--- config.mk ---
export PLATFORM = sky130hd
export DESIGN_NAME = ws2812_driver_flat
export DESIGN_NICKNAME = d
export VERILOG_FILES = /design/src/rtl/ws2812_driver_if.sv /design/src/rtl/ws2812_driver.sv /design/src/flat_wrapper.sv
export SDC_FILE = /design/constraint.sdc
export NUM_CORES = 1
export LEC_CHECK = 0
export ABC_CLOCK_PERIOD_IN_PS = 2029
export CAP_MARGIN = 10
export CORE_AREA = 2 2 74 76
export CTS_CLUSTER_SIZE = 40
export DETAILED_ROUTE_END_ITERATION = 10
export DIE_AREA = 0 0 76 78
export PLACE_DENSITY = 0.72
export SYNTH_ARGS = -nofsm -noshare
export SYNTH_HDL_FRONTEND = slang
export SYNTH_SLANG_ARGS = --single-unit
--- constraint.sdc ---
create_clock -name CLK -period 2.03 [get_ports CLK]
set_input_delay 0.3045 -clock CLK [delete_from_list [all_inputs] [get_ports CLK]]
set_output_delay 0.3045 -clock CLK [all_outputs]
set_load 0.03 [all_outputs]
--- src/rtl/ws2812_driver_if.sv ---
`default_nettype none
// ============================================================================
// Module   : ws2812_driver_if
// Purpose  : Pixel valid/ready handshake between a pixel producer and the
//            WS2812 serialiser. The brightness signal exists only when
//            WS2812_BRIGHTNESS_EN is defined.
// Revision : 1.0 - initial release
// ============================================================================
interface ws2812_driver_if;
  logic [23:0] pix_data;
  logic        pix_valid;
  logic        pix_ready;
`ifdef WS2812_BRIGHTNESS_EN
  logic [7:0]  brightness;
`endif

  modport master (
    output pix_data,
    output pix_valid,
`ifdef WS2812_BRIGHTNESS_EN
    output brightness,
`endif
    input  pix_ready
  );

  modport slave (
    input  pix_data,
    input  pix_valid,
`ifdef WS2812_BRIGHTNESS_EN
    input  brightness,
`endif
    output pix_ready
  );
endinterface
`default_nettype wire

--- src/rtl/ws2812_driver.sv ---
`default_nettype none
// ============================================================================
// Module   : ws2812_driver
// Purpose  : Serialises 24-bit GRB pixels onto the WS2812 data pin, counts
//            pixels per frame and emits the latch low period at frame end.
//            Optional WS2812_BRIGHTNESS_EN adds a global brightness scaler.
// Revision : 1.0 - initial release
// ============================================================================
module ws2812_driver #(
  parameter int NUM_LEDS = 1,
  parameter int T0H      = 11,
  parameter int T1H      = 22,
  parameter int T_BIT    = 34,
  parameter int T_RST    = 2160
) (
  input  wire            CLK,
  input  wire            RESET,
  ws2812_driver_if.slave pix,
  output logic           dout,
  output logic           busy,
  output logic           frame_done
);

  localparam int c_cnt_w = $clog2(T_RST + 1);
  localparam int c_pix_w = (NUM_LEDS > 1) ? $clog2(NUM_LEDS) : 1;

  localparam logic [c_cnt_w-1:0] c_t0h_ld   = c_cnt_w'(T0H - 1);
  localparam logic [c_cnt_w-1:0] c_t1h_ld   = c_cnt_w'(T1H - 1);
  localparam logic [c_cnt_w-1:0] c_t0l_ld   = c_cnt_w'(T_BIT - T0H - 1);
  localparam logic [c_cnt_w-1:0] c_t1l_ld   = c_cnt_w'(T_BIT - T1H - 1);
  localparam logic [c_cnt_w-1:0] c_rst_ld   = c_cnt_w'(T_RST - 1);
  localparam logic [c_pix_w-1:0] c_last_pix = c_pix_w'(NUM_LEDS - 1);

  typedef enum logic [1:0] {
    S_LATCH = 2'd0,
    S_IDLE  = 2'd1,
    S_HIGH  = 2'd2,
    S_LOW   = 2'd3
  } state_t;

  state_t             r_state,   w_state;
  logic [c_cnt_w-1:0] r_cnt,     w_cnt;
  logic [23:0]        r_shift,   w_shift;
  logic [4:0]         r_bit_idx, w_bit_idx;
  logic [c_pix_w-1:0] r_pix_cnt, w_pix_cnt;
  logic               r_boot,    w_boot;
  logic [23:0]        w_load;

`ifdef WS2812_BRIGHTNESS_EN
  // (c * (b + 1)) >> 8 : b = 255 is an exact pass-through, b = 0 blanks.
  function automatic logic [7:0] scale_chan(input logic [7:0] c, input logic [7:0] b);
    logic [15:0] w_prod;
    w_prod = {8'd0, c} * ({8'd0, b} + 16'd1);
    return w_prod[15:8];
  endfunction

  assign w_load = {scale_chan(pix.pix_data[23:16], pix.brightness),
                   scale_chan(pix.pix_data[15:8],  pix.brightness),
                   scale_chan(pix.pix_data[7:0],   pix.brightness)};
`else
  assign w_load = pix.pix_data;
`endif

  always_ff @(posedge CLK or posedge RESET) begin
    if (RESET) begin
      r_state   <= S_LATCH;
      r_cnt     <= c_rst_ld;
      r_shift   <= '0;
      r_bit_idx <= '0;
      r_pix_cnt <= '0;
      r_boot    <= 1'b1;
    end else begin
      r_state   <= w_state;
      r_cnt     <= w_cnt;
      r_shift   <= w_shift;
      r_bit_idx <= w_bit_idx;
      r_pix_cnt <= w_pix_cnt;
      r_boot    <= w_boot;
    end
  end

  always_comb begin
    w_state       = r_state;
    w_cnt         = (r_cnt != '0) ? r_cnt - 1'b1 : '0;
    w_shift       = r_shift;
    w_bit_idx     = r_bit_idx;
    w_pix_cnt     = r_pix_cnt;
    w_boot        = r_boot;
    dout          = 1'b0;
    busy          = 1'b1;
    frame_done    = 1'b0;
    pix.pix_ready = 1'b0;

    case (r_state)
      S_LATCH: begin
        if (r_cnt == '0) begin
          w_state    = S_IDLE;
          w_cnt      = c_rst_ld;
          // The latch that follows reset completes no frame.
          frame_done = ~r_boot;
          w_boot     = 1'b0;
        end
      end

      S_IDLE: begin
        busy          = 1'b0;
        pix.pix_ready = 1'b1;
        if (pix.pix_valid) begin
          w_state   = S_HIGH;
          w_shift   = w_load;
          w_bit_idx = 5'd23;
          w_cnt     = w_load[23] ? c_t1h_ld : c_t0h_ld;
        end else if (r_cnt == '0 && r_pix_cnt != '0) begin
          // Producer stalled long enough for the LEDs to latch on their own.
          w_pix_cnt  = '0;
          frame_done = 1'b1;
        end
      end

      S_HIGH: begin
        dout = 1'b1;
        if (r_cnt == '0) begin
          w_state = S_LOW;
          w_cnt   = r_shift[23] ? c_t1l_ld : c_t0l_ld;
        end
      end

      S_LOW: begin
        if (r_cnt == '0) begin
          if (r_bit_idx != 5'd0) begin
            w_state   = S_HIGH;
            w_shift   = {r_shift[22:0], 1'b0};
            w_bit_idx = r_bit_idx - 5'd1;
            w_cnt     = r_shift[22] ? c_t1h_ld : c_t0h_ld;
          end else if (r_pix_cnt == c_last_pix) begin
            w_state   = S_LATCH;
            w_pix_cnt = '0;
            w_cnt     = c_rst_ld;
          end else begin
            w_state   = S_IDLE;
            w_pix_cnt = r_pix_cnt + 1'b1;
            w_cnt     = c_rst_ld;
          end
        end
      end

      default: begin
        w_state = S_LATCH;
        w_cnt   = c_rst_ld;
      end
    endcase
  end

endmodule
`default_nettype wire

--- src/flat_wrapper.sv ---
// flat-port wrapper written by rule: the top's interface ports become plain ports
module ws2812_driver_flat 
#(
  parameter int NUM_LEDS = 1,
  parameter int T0H      = 11,
  parameter int T1H      = 22,
  parameter int T_BIT    = 34,
  parameter int T_RST    = 2160
)
  (CLK, RESET, dout, busy, frame_done, pix_pix_data, pix_pix_valid, pix_pix_ready);
  ws2812_driver_if pix_i ();
  input  wire CLK;
  input  wire RESET;
  output logic dout;
  output logic busy;
  output logic frame_done;
  input wire logic [$bits(pix_i.pix_data)-1:0] pix_pix_data;
  input wire logic [$bits(pix_i.pix_valid)-1:0] pix_pix_valid;
  output wire logic [$bits(pix_i.pix_ready)-1:0] pix_pix_ready;
  assign pix_i.pix_data = pix_pix_data;
  assign pix_i.pix_valid = pix_pix_valid;
  assign pix_pix_ready = pix_i.pix_ready;
  ws2812_driver #(.NUM_LEDS(NUM_LEDS), .T0H(T0H), .T1H(T1H), .T_BIT(T_BIT), .T_RST(T_RST)) u_core (.CLK(CLK), .RESET(RESET), .pix(pix_i), .dout(dout), .busy(busy), .frame_done(frame_done));
endmodule
# Word-level counts from Yosys, hierarchy flattened
# Index checks and enable logic that the tools add are counted.
dict set report classes {
  addsub 3
  eq_ne 11
  mux 38
  bitwise 1
  reduce_logical 10
}
# op count
set op_table {}
lappend op_table {{$mux W12} 6}
lappend op_table {{$mux W24} 3}
lappend op_table {{$pmux W12 S4} 1}
lappend op_table {{$pmux W24 S2} 1}
lappend op_table {{$mux W5} 6}
lappend op_table {{$logic_not A12 Y1} 1}
lappend op_table {{$mux W1} 12}
lappend op_table {{$reduce_bool A12 Y1} 1}
lappend op_table {{$sub A12 B1 Y12 const B} 1}
lappend op_table {{$mux W2} 5}
lappend op_table {{$ne A2 B1 Y1 const B} 5}
lappend op_table {{$pmux W5 S2} 1}
lappend op_table {{$pmux W2 S4} 1}
lappend op_table {{$reduce_and A4 Y1} 2}
lappend op_table {{$ne A2 B2 Y1 const B} 3}
lappend op_table {{$reduce_and A5 Y1} 1}
lappend op_table {{$reduce_bool A5 Y1} 1}
lappend op_table {{$sub A5 B1 Y5 const B} 1}
lappend op_table {{$eq A2 B2 Y1 const B} 2}
lappend op_table {{$pmux W1 S2} 2}
lappend op_table {{$eq A2 B1 Y1 const B} 1}
lappend op_table {{$logic_not A2 Y1} 1}
lappend op_table {{$reduce_and A2 Y1} 1}
lappend op_table {{$reduce_bool A2 Y1} 1}
lappend op_table {{other kinds (3)} 3}
dict set report totals {
  register_bits 45
  in_bits 27
  out_inout_bits 4
  wordCells 69
}

# Longest topological paths before layout
dict set report logic_depth {
  depth_word 5
  depth_mapped 8
  depth_no_buf 7
}

# Worst setup path after synthesis
# No wires, ideal clock.
dict set report synth_path {
  kind {register to output}
  from {reg u_core.r_cnt[4]}
  to {out frame_done}
  arrival_ns 2.350
  t_required_ns 1.725
  setup_slack_ns -0.624
  stages_incl_launch_ff 6
  n_path_buf 1
  path_cell_list {dfrtp_1 -> or4_4 -> nor3_2 -> nand2_1 -> clkbuf_1 -> nor4_1}
}
dict set report synth_between {
  elab_chain_len 5
  elab_cells_between_ends 6
  cone_classes {mux (4); reduce/logical (2)}
}
# element line_no
set synth_rtl {}
lappend synth_rtl {{start, declared} ws2812_driver.sv:42} ;# logic [c_cnt_w-1:0] r_cnt, w_cnt;
lappend synth_rtl {{start signal, assigned} ws2812_driver.sv:67} ;# r_cnt <= c_rst_ld;
lappend synth_rtl {{start signal, assigned} ws2812_driver.sv:74} ;# r_cnt <= w_cnt;
lappend synth_rtl {{$logic_not A12 Y1 (*)} {ws2812_driver.sv:96, ws2812_driver.sv:113}}
lappend synth_rtl {{$logic_and A1 B1 Y1} ws2812_driver.sv:113} ;# end else if (r_cnt == '0 && r_pix_cnt != '0) begin
lappend synth_rtl {{$mux W1} ws2812_driver.sv:113}
lappend synth_rtl {{$mux W1} ws2812_driver.sv:108} ;# if (pix.pix_valid) begin
lappend synth_rtl {{$pmux W1 S2 (*)} ws2812_driver.sv:94} ;# case (r_state)
lappend synth_rtl {{end, declared} flat_wrapper.sv:16} ;# output logic frame_done;
# Every way passes the cells marked *; elsewhere a longest branch is shown, timed or not.

# Final worst setup path
dict set report layout_path {
  from {reg u_core.r_cnt[5]}
  to {out frame_done}
}
# Same word-level chain as after synthesis.

==> flow_summary_export.csv <==
group,metric,value,unit
setup_path,required,1.73,ns
sta,setup_viol,29,
power_and_ir_drop,power_density,806,nW/um2
detailed_routing,routed_wl,6520,um
grt,grt_first_pass_wirelength,9830,um
power_and_ir_drop,power_leakage,0.00139,uW
logic_synthesis,ys_async_sr_fraction,100,%
grt,antenna_found_initial,0,
placed_design,place.gp.congestion,0.884,
setup_path,critical_path.max_stage_delay,0.56,ns
floorplanning,rows,26,
sta,slew_violations,0,
run,max_cap_viol_count,0,
placed_design,post-dp-hpwl,4110,um
sta,relSlewSlack,79.3,%
logic_synthesis,synthCells,267,
logic_synthesis,ys_seq_area_share,44.2,%
logic_synthesis,synth_compound_area_share,27.0,%
logic_synthesis,synth_edf_count,0,
sta,tightest_slew,0.309,ns
setup_path,worstSetupEndpointType,"primary output",
sta,finalHoldViolCount,0,
clocking,tritoncts,"done",
sta,finalSetupTns,-2.30,ns
floorplanning,initial_core_util,49.8,%
clocking,cts-root-buf,"clkbuf_8",
floorplanning,die_h,78,um
layout,mostFrequentLayoutCells,"nand2_1, dfrtp_1, buf_4",
detailed_routing,dr.pass1.iters,4,
sta,rsz0062_at_grt,"true",
outcome,failed_checks,"setup timing",
layout,fin_util,69.4,%
layout,final_common_cell,"nand2_1",
clocking,htreeDepth,2,
logic_synthesis,yosys.area_share.simple,18.9,%
sta,fin_crit,2.15,ns
floorplanning,die_x,76,um
layout,fin_nets,354,
logic_synthesis,ys_ff_latch,44,
hold_path,min_path_type,"in -> async",
logic_synthesis,synthXorXnorAreaFrac,2.09,%
setup_path,worstPathCellList,"or4_4 -> nor3_4 -> nand2_4 -> nor4_4 -> buf_4",
detailed_routing,via_count,2270,
detailed_routing,wl_per_cell,16.5,um
logic_synthesis,synth_mux_area_share,0.797,%
clocking,cts_hold_buf,0,
clocking,cts_buffers,5,
logic_synthesis,yosysWarnings,0,
clocking,clk_path_buf_depth,2,
logic_synthesis,yosys_most_used_dff,"dfrtp_1",
detailed_routing,avgViaCountPerCell,5.76,
setup_path,cp.buffers_inverters,1,
floorplanning,die_area,5930,um2
setup_path,critPathLaunchType,"flip-flop",
clocking,clkTransAtPathRegs,0.08,ns
logic_synthesis,syn_area_per_cell,9.41,um2
sta,whs,0.360,ns
logic_synthesis,netlist_area,2510,um2
detailed_routing,drcViolationCount,0,
floorplanning,coreArea,5040,um2
grt,grtUsageTotal,20.6,%
grt,grt_max_degree,49,
sta,timing.final.crit_share,106,%
clocking,numClockSinks,44,
setup_path,critPathTopFamily,"simple AND/OR/NAND/NOR gates",
detailed_routing,ant_nets,0,
sta,setup_slack,-0.125,ns
power_and_ir_drop,peakVddDrop,0.593,mV
setup_path,crit_type,"reg -> out",
outcome,status,"finished, violations left",
layout,diodes,0,
logic_synthesis,synthAdderAreaFrac,1.99,%
setup_path,slowest_stage,"or4_4",
setup_path,critPathArrivalTime,1.85,ns
logic_synthesis,syn-num-nets,298,
layout,drive_above_1_share,32.7,%
layout,area_delta_synth_final,39.4,%
detailed_routing,initialDrtViolationCount,127,
placed_design,io_buffers,30,
grt,grt_overflow,0,
sta,fin_skew,0.00999,ns
logic_synthesis,synth_top_family_by_area,"compound AO/OA/AOI/OAI gates",
sta,fmaxAchievable,464,MHz
setup_path,cp_max_fo,3,
logic_synthesis,synth.distinct_cells,47,
floorplanning,io_pins,31,
grt,grt_pass1_vias,2092,
setup_path,rrSetupSlack,-0.12,ns
clocking,clk_latency,0.31,ns
-- Yosys cell counts (3+ instances only) --
cell type	number	share of area (%)
nand3_1	8	1.6
dfstp_2	8	8.4
a21oi_1	30	6.0
nand2_1	59	8.8
inv_1	8	1.2
clkbuf_1	14	2.1
nor2_1	12	1.8
xnor2_1	5	1.7
ha_1	4	2.0
or4_1	3	0.90
nor3_1	6	1.2
a41oi_2	18	12
dfrtp_1	36	36
o21ai_0	10	2.0
a41oi_1	5	1.7
-- cell type report --
class | count | area (um2)
clock buffers | 6 | 82.6
clock inverters | 2 | 38.8
fillers | 368 | 1540
inverters | 8 | 30.0
multi-input cells | 196 | 1450
flip-flops and latches | 44 | 1110
well taps | 70 | 87.6
repair buffers | 68 | 698
-- worst paths after layout --
| path | from | endpoint | depth (start not counted) |
|---|---|---|---|
| worst max-delay path | u_core.r_cnt[5] | frame_done | 5 |
| worst min-delay path | RESET | u_core.r_shift[17] | 3 |
| worst max register to register | u_core.r_cnt[5] | u_core.r_bit_idx[2] | 7 |
| min in group CLK | u_core.r_boot | u_core.r_boot | 1 |
| max in group asynchronous | RESET | u_core.r_boot | 3 |
| worst min register to register | u_core.r_boot | u_core.r_boot | 1 |
-- report_power, final --
group | internal [uW] | total (uW) | switching, uW
clock | 403 | 718 | 316
sequential | 1090 | 1230 | 134
combinational | 427 | 873 | 446
total | 1920 | 2820 | 896
-- state kept, by name (all words and copies together) (netlist names) --
signal            cells
u_core.r_boot         1
u_core.r_cnt         12
u_core.r_shift       24
u_core.r_bit_idx      5
u_core.r_state        2
-- logic make-up (layout without fill, tap and decap cells) --
| logic type | count (synthesis) | in the layout |
|---|---|---|
| compound gates | 80 | 80 |
| mux | 2 | 2 |
| simple gates | 104 | 104 |
| fa+ha+maj | 4 | 4 |
| xor+xnor | 6 | 6 |
| flops | 44 | 44 |
| buf+inv | 27 | 84 |
-- through the flow --
stage,instance area [um2],cells,worst slack [ns],power (uW)
after floorplan,2570,267,-0.104,1750
after global placement,3070,371,-0.0608,1970
after detailed placement,3070,371,-0.130,2020
after CTS,3220,381,-0.151,2730
after global routing,3500,394,-0.192,2970
final,3500,394,-0.125,2820
-- worst register-to-register path: cells and delay by family (launching register included) --
kind | cells | cell delay (ns)
simple gates | 5 | 1.45
flops | 1 | 0.38
buf+inv | 2 | 0.27
-- per-layer routing --
layer	routed length [um]	vias to the layer above	track usage (%)
met1	2820	1122	26.3
met5	0	-	0
met4	113	0	5.64
met2	3370	57	36.0
li1	-	1079	-
met3	225	12	3.72
-- repair_timing --
action	CTS	global route
pin swaps	3	7
buffers inserted	2	10
gates cloned	0	3
endpoints found under the setup margin	30	40
gates resized for setup	7	27
No activity file was read; power rests on OpenSTA's default activity.
==> RTL change (config.mk and constraints unchanged) <==
Take the reset off `r_shift` and load it in a clocked block of its own.
--- a/src/rtl/ws2812_driver.sv
+++ b/src/rtl/ws2812_driver.sv
@@ -66,5 +66,4 @@
       r_state   <= S_LATCH;
       r_cnt     <= c_rst_ld;
-      r_shift   <= '0;
       r_bit_idx <= '0;
       r_pix_cnt <= '0;
@@ -73,9 +72,12 @@
       r_state   <= w_state;
       r_cnt     <= w_cnt;
-      r_shift   <= w_shift;
       r_bit_idx <= w_bit_idx;
       r_pix_cnt <= w_pix_cnt;
       r_boot    <= w_boot;
     end
+  end
+
+  always_ff @(posedge CLK) begin
+    r_shift <= w_shift;
   end
 
Function: same outputs for any inputs over 10 cycles, from zero or initial values and one cycle with RESET high; that may be too few to reach the edited logic, so the function may still have changed.
==> RTL change against the unedited design <==
  * Sequential cell count did not move
  * Synthesized area decreased by 7.2%
  * Global-route usage is 3.2 points lower
  * Final area decreased by 13%
  * Critical path type is now register to register
  * Critical path depth did not move
  * Via count shrank 22%
  * Hold slack got worse by 0.035 ns
  * Routed wire length decreased by 25%
  * Setup slack better by 0.19 ns
  * Maximum frequency rose by 9.9%
  * Largest cell class is now flip-flops and latches
Power is not compared: it rests on default switching activity, and its combinational part moved more than twofold at a synthesized area within 25%.
==> RTL change: results (changes against the unedited design) <==
p_sw_frac: 0.2014
grt_max_degree: 29  # was 49
slowest_delay_ns: 0.60  # was 0.56 ns
synth_fp_nets: 232  # was 298
routed_wirelength_um: 4899  # was 6519 um
synth_compound_area_frac: 0.08642  # was 0.2701
postCtsSetupBuffers: 0  # was 2
clock_skew_ns: 0.007123  # was 0.009994 ns
portBuffers: 30  # unchanged
grt_pass1_wl_um: 8128  # was 9825 um
place_congestion: 0.8650  # was 0.8840
p_leak_nw: 1.221
place_ws_ns: 0.01230  # was -0.1299 ns
worst_path_max_delay_cell: "o21ai_2"  # was or4_4
antenna_found_initial: 0  # unchanged
synth_edf_count: 24  # was 0
async_flop_share: 0.4545  # was 1.000
worst-path-max-fanout: 12  # was 3
grt_pass1_vias: 1787  # was 2092
grt_usage: 0.1743  # was 0.2058
htreeDepth: 2  # unchanged
yosys_warnings: 0  # unchanged
numPlacedInstances: 323  # was 371
reg_top3: "u_core.r_shift: 24 flops, u_core.r_cnt: 12 flops, u_core.r_bit_idx: 5 flops"  # unchanged
synth_common_cells: "24 x edfxtp_1, 23 x mux2_2, 17 x nor2_1, 12 x dfrtp_1, 12 x nand2_1"  # was 59 x nand2_1, 36 x dfrtp_1, 30 x a21oi_1, 18 x a41oi_2, 14 x clkbuf_1
nets: 292  # was 354
clk-insertion-delay-late_ns: 0.30
place_area_um2: 2930  # was 3067 um2
worstPathArrival_ns: 1.90  # was 1.85 ns
dp_hpwl_um: 3573  # was 4106 um
wl_met2_um: 2352  # was 3365 um
dominantRegCellSynth: "edfxtp_1"  # was dfrtp_1
synth_xor_area_frac: 0.03006  # was 0.02093
yosysSeqAreaShare: 0.5282  # was 0.4425
synth_area_leaders: "edfxtp_1 31%, dfrtp_1 13%, mux2_2 11%"  # was dfrtp_1 36%, a41oi_2 12%, nand2_1 8.8%
wl_met1_um: 2222  # was 2815 um
yosysUniqueCellTypes: 49  # was 47
tightest_slew_ns: 0.6378  # was 0.3088 ns
initialDrtViolationCount: 103  # was 127
synth_mux_area_frac: 0.1245  # was 0.007972
synth-adder-area-share: 0.02147  # was 0.01993
synth.avg_cell_area_um2: 11.60  # was 9.405 um2
critPathTopFamily: "compound AO/OA/AOI/OAI gates"  # was simple AND/OR/NAND/NOR gates
status: "finished, final reports clean"  # was finished, violations left
synth_top_family_by_area: "simple AND/OR/NAND/NOR gates"  # was compound AO/OA/AOI/OAI gates
diodes: 0  # unchanged
vias: 1768  # was 2270
routed-wl-met3_um: 222  # was 225 um
drive_gt1_frac: 0.2977  # was 0.3272
wl_per_cell_um: 14.76  # was 16.55 um
RTL change: cell types whose count changed after synthesis, sizes merged, moves of 8 or more:
cell,change
nand2,-47
dfrtp,-24
edfxtp,+24
mux2,+24
a21oi,-22
a41oi,-22
clkbuf,-9
o21ai,-8
RTL change: per-layer routing:
layer / track usage / up-vias
met5: 0 / -
met4: 0.07636 / 0
met3: 0.03953 / 8
met2: 0.2982 / 42
met1: 0.2119 / 850
li1: - / 868
RTL change: per-stage QoR:
stage | setup TNS [ns] | power, mW | util
final | 0 | 1.559 | 0.6012
after global routing | -0.7918 | 1.619 | 0.6012
after CTS | 0 | 1.587 | 0.5978
after detailed placement | 0 | 1.047 | 0.5811
after global placement | 0 | 1.046 | 0.5811
after floorplan | 0 | 0.9890 | -
RTL change: layout make-up:
cell class | count | area [um2]
Multi-Input combinational cell | 142 | 1062
Fill cell | 412 | 2011
Tap cell | 70 | 87.58
Timing Repair Buffer | 60 | 535.5
Inverter | 8 | 30.03
Clock buffer | 6 | 72.57
Sequential cell | 44 | 1231
Clock inverter | 2 | 12.51
RTL change: power by group through the flow:
stage	Sequential, mW	Clock (mW)	Combinational [mW]
2_1_floorplan	0.961	0	0.0276
3_3_place_gp	0.961	0	0.0841
3_5_place_dp	0.961	0	0.0859
4_1_cts	0.943	0.557	0.0865
5_1_grt	0.943	0.582	0.0940
6_report	0.943	0.531	0.0856
RTL change: path summary, 6_finish.rpt:
kind	startpoint	endpoint	slack (ns)	depth (start not counted)
min	RESET	u_core.r_bit_idx[4]	0.32	3
max in group asynchronous	RESET	u_core.r_cnt[11]	1.43	3
max	u_core.r_bit_idx[0]	u_core.r_shift[2]	0.07	5
min reg2reg	u_core.r_boot	u_core.r_boot	0.50	1
max reg2reg	u_core.r_bit_idx[0]	u_core.r_shift[2]	0.07	5
min in group CLK	u_core.r_boot	u_core.r_boot	0.50	1
RTL change: timing repair:
| item | CTS | global route |
|---|---|---|
| resized for setup | 3 | 2 |
| pin swaps | 0 | 2 |
| endpoints found under the setup margin | 3 | 27 |
| gates cloned | 0 | 1 |
RTL change: kinds of logic (layout without fill, tap and decap cells):
logic type | Yosys count | count (layout)
AOI/OAI and AO/OA | 30 | 31
xor gates and xnor gates | 8 | 8
adders and majority gates | 4 | 4
buffers and inverters | 16 | 76
DFF | 44 | 44
muxes | 26 | 26
and+or+nand+nor | 73 | 73
RTL change: tightest hold or removal path: cells and delay by family:
kind,cells,cell delay [ns]
buffers and inverters,3,0.70
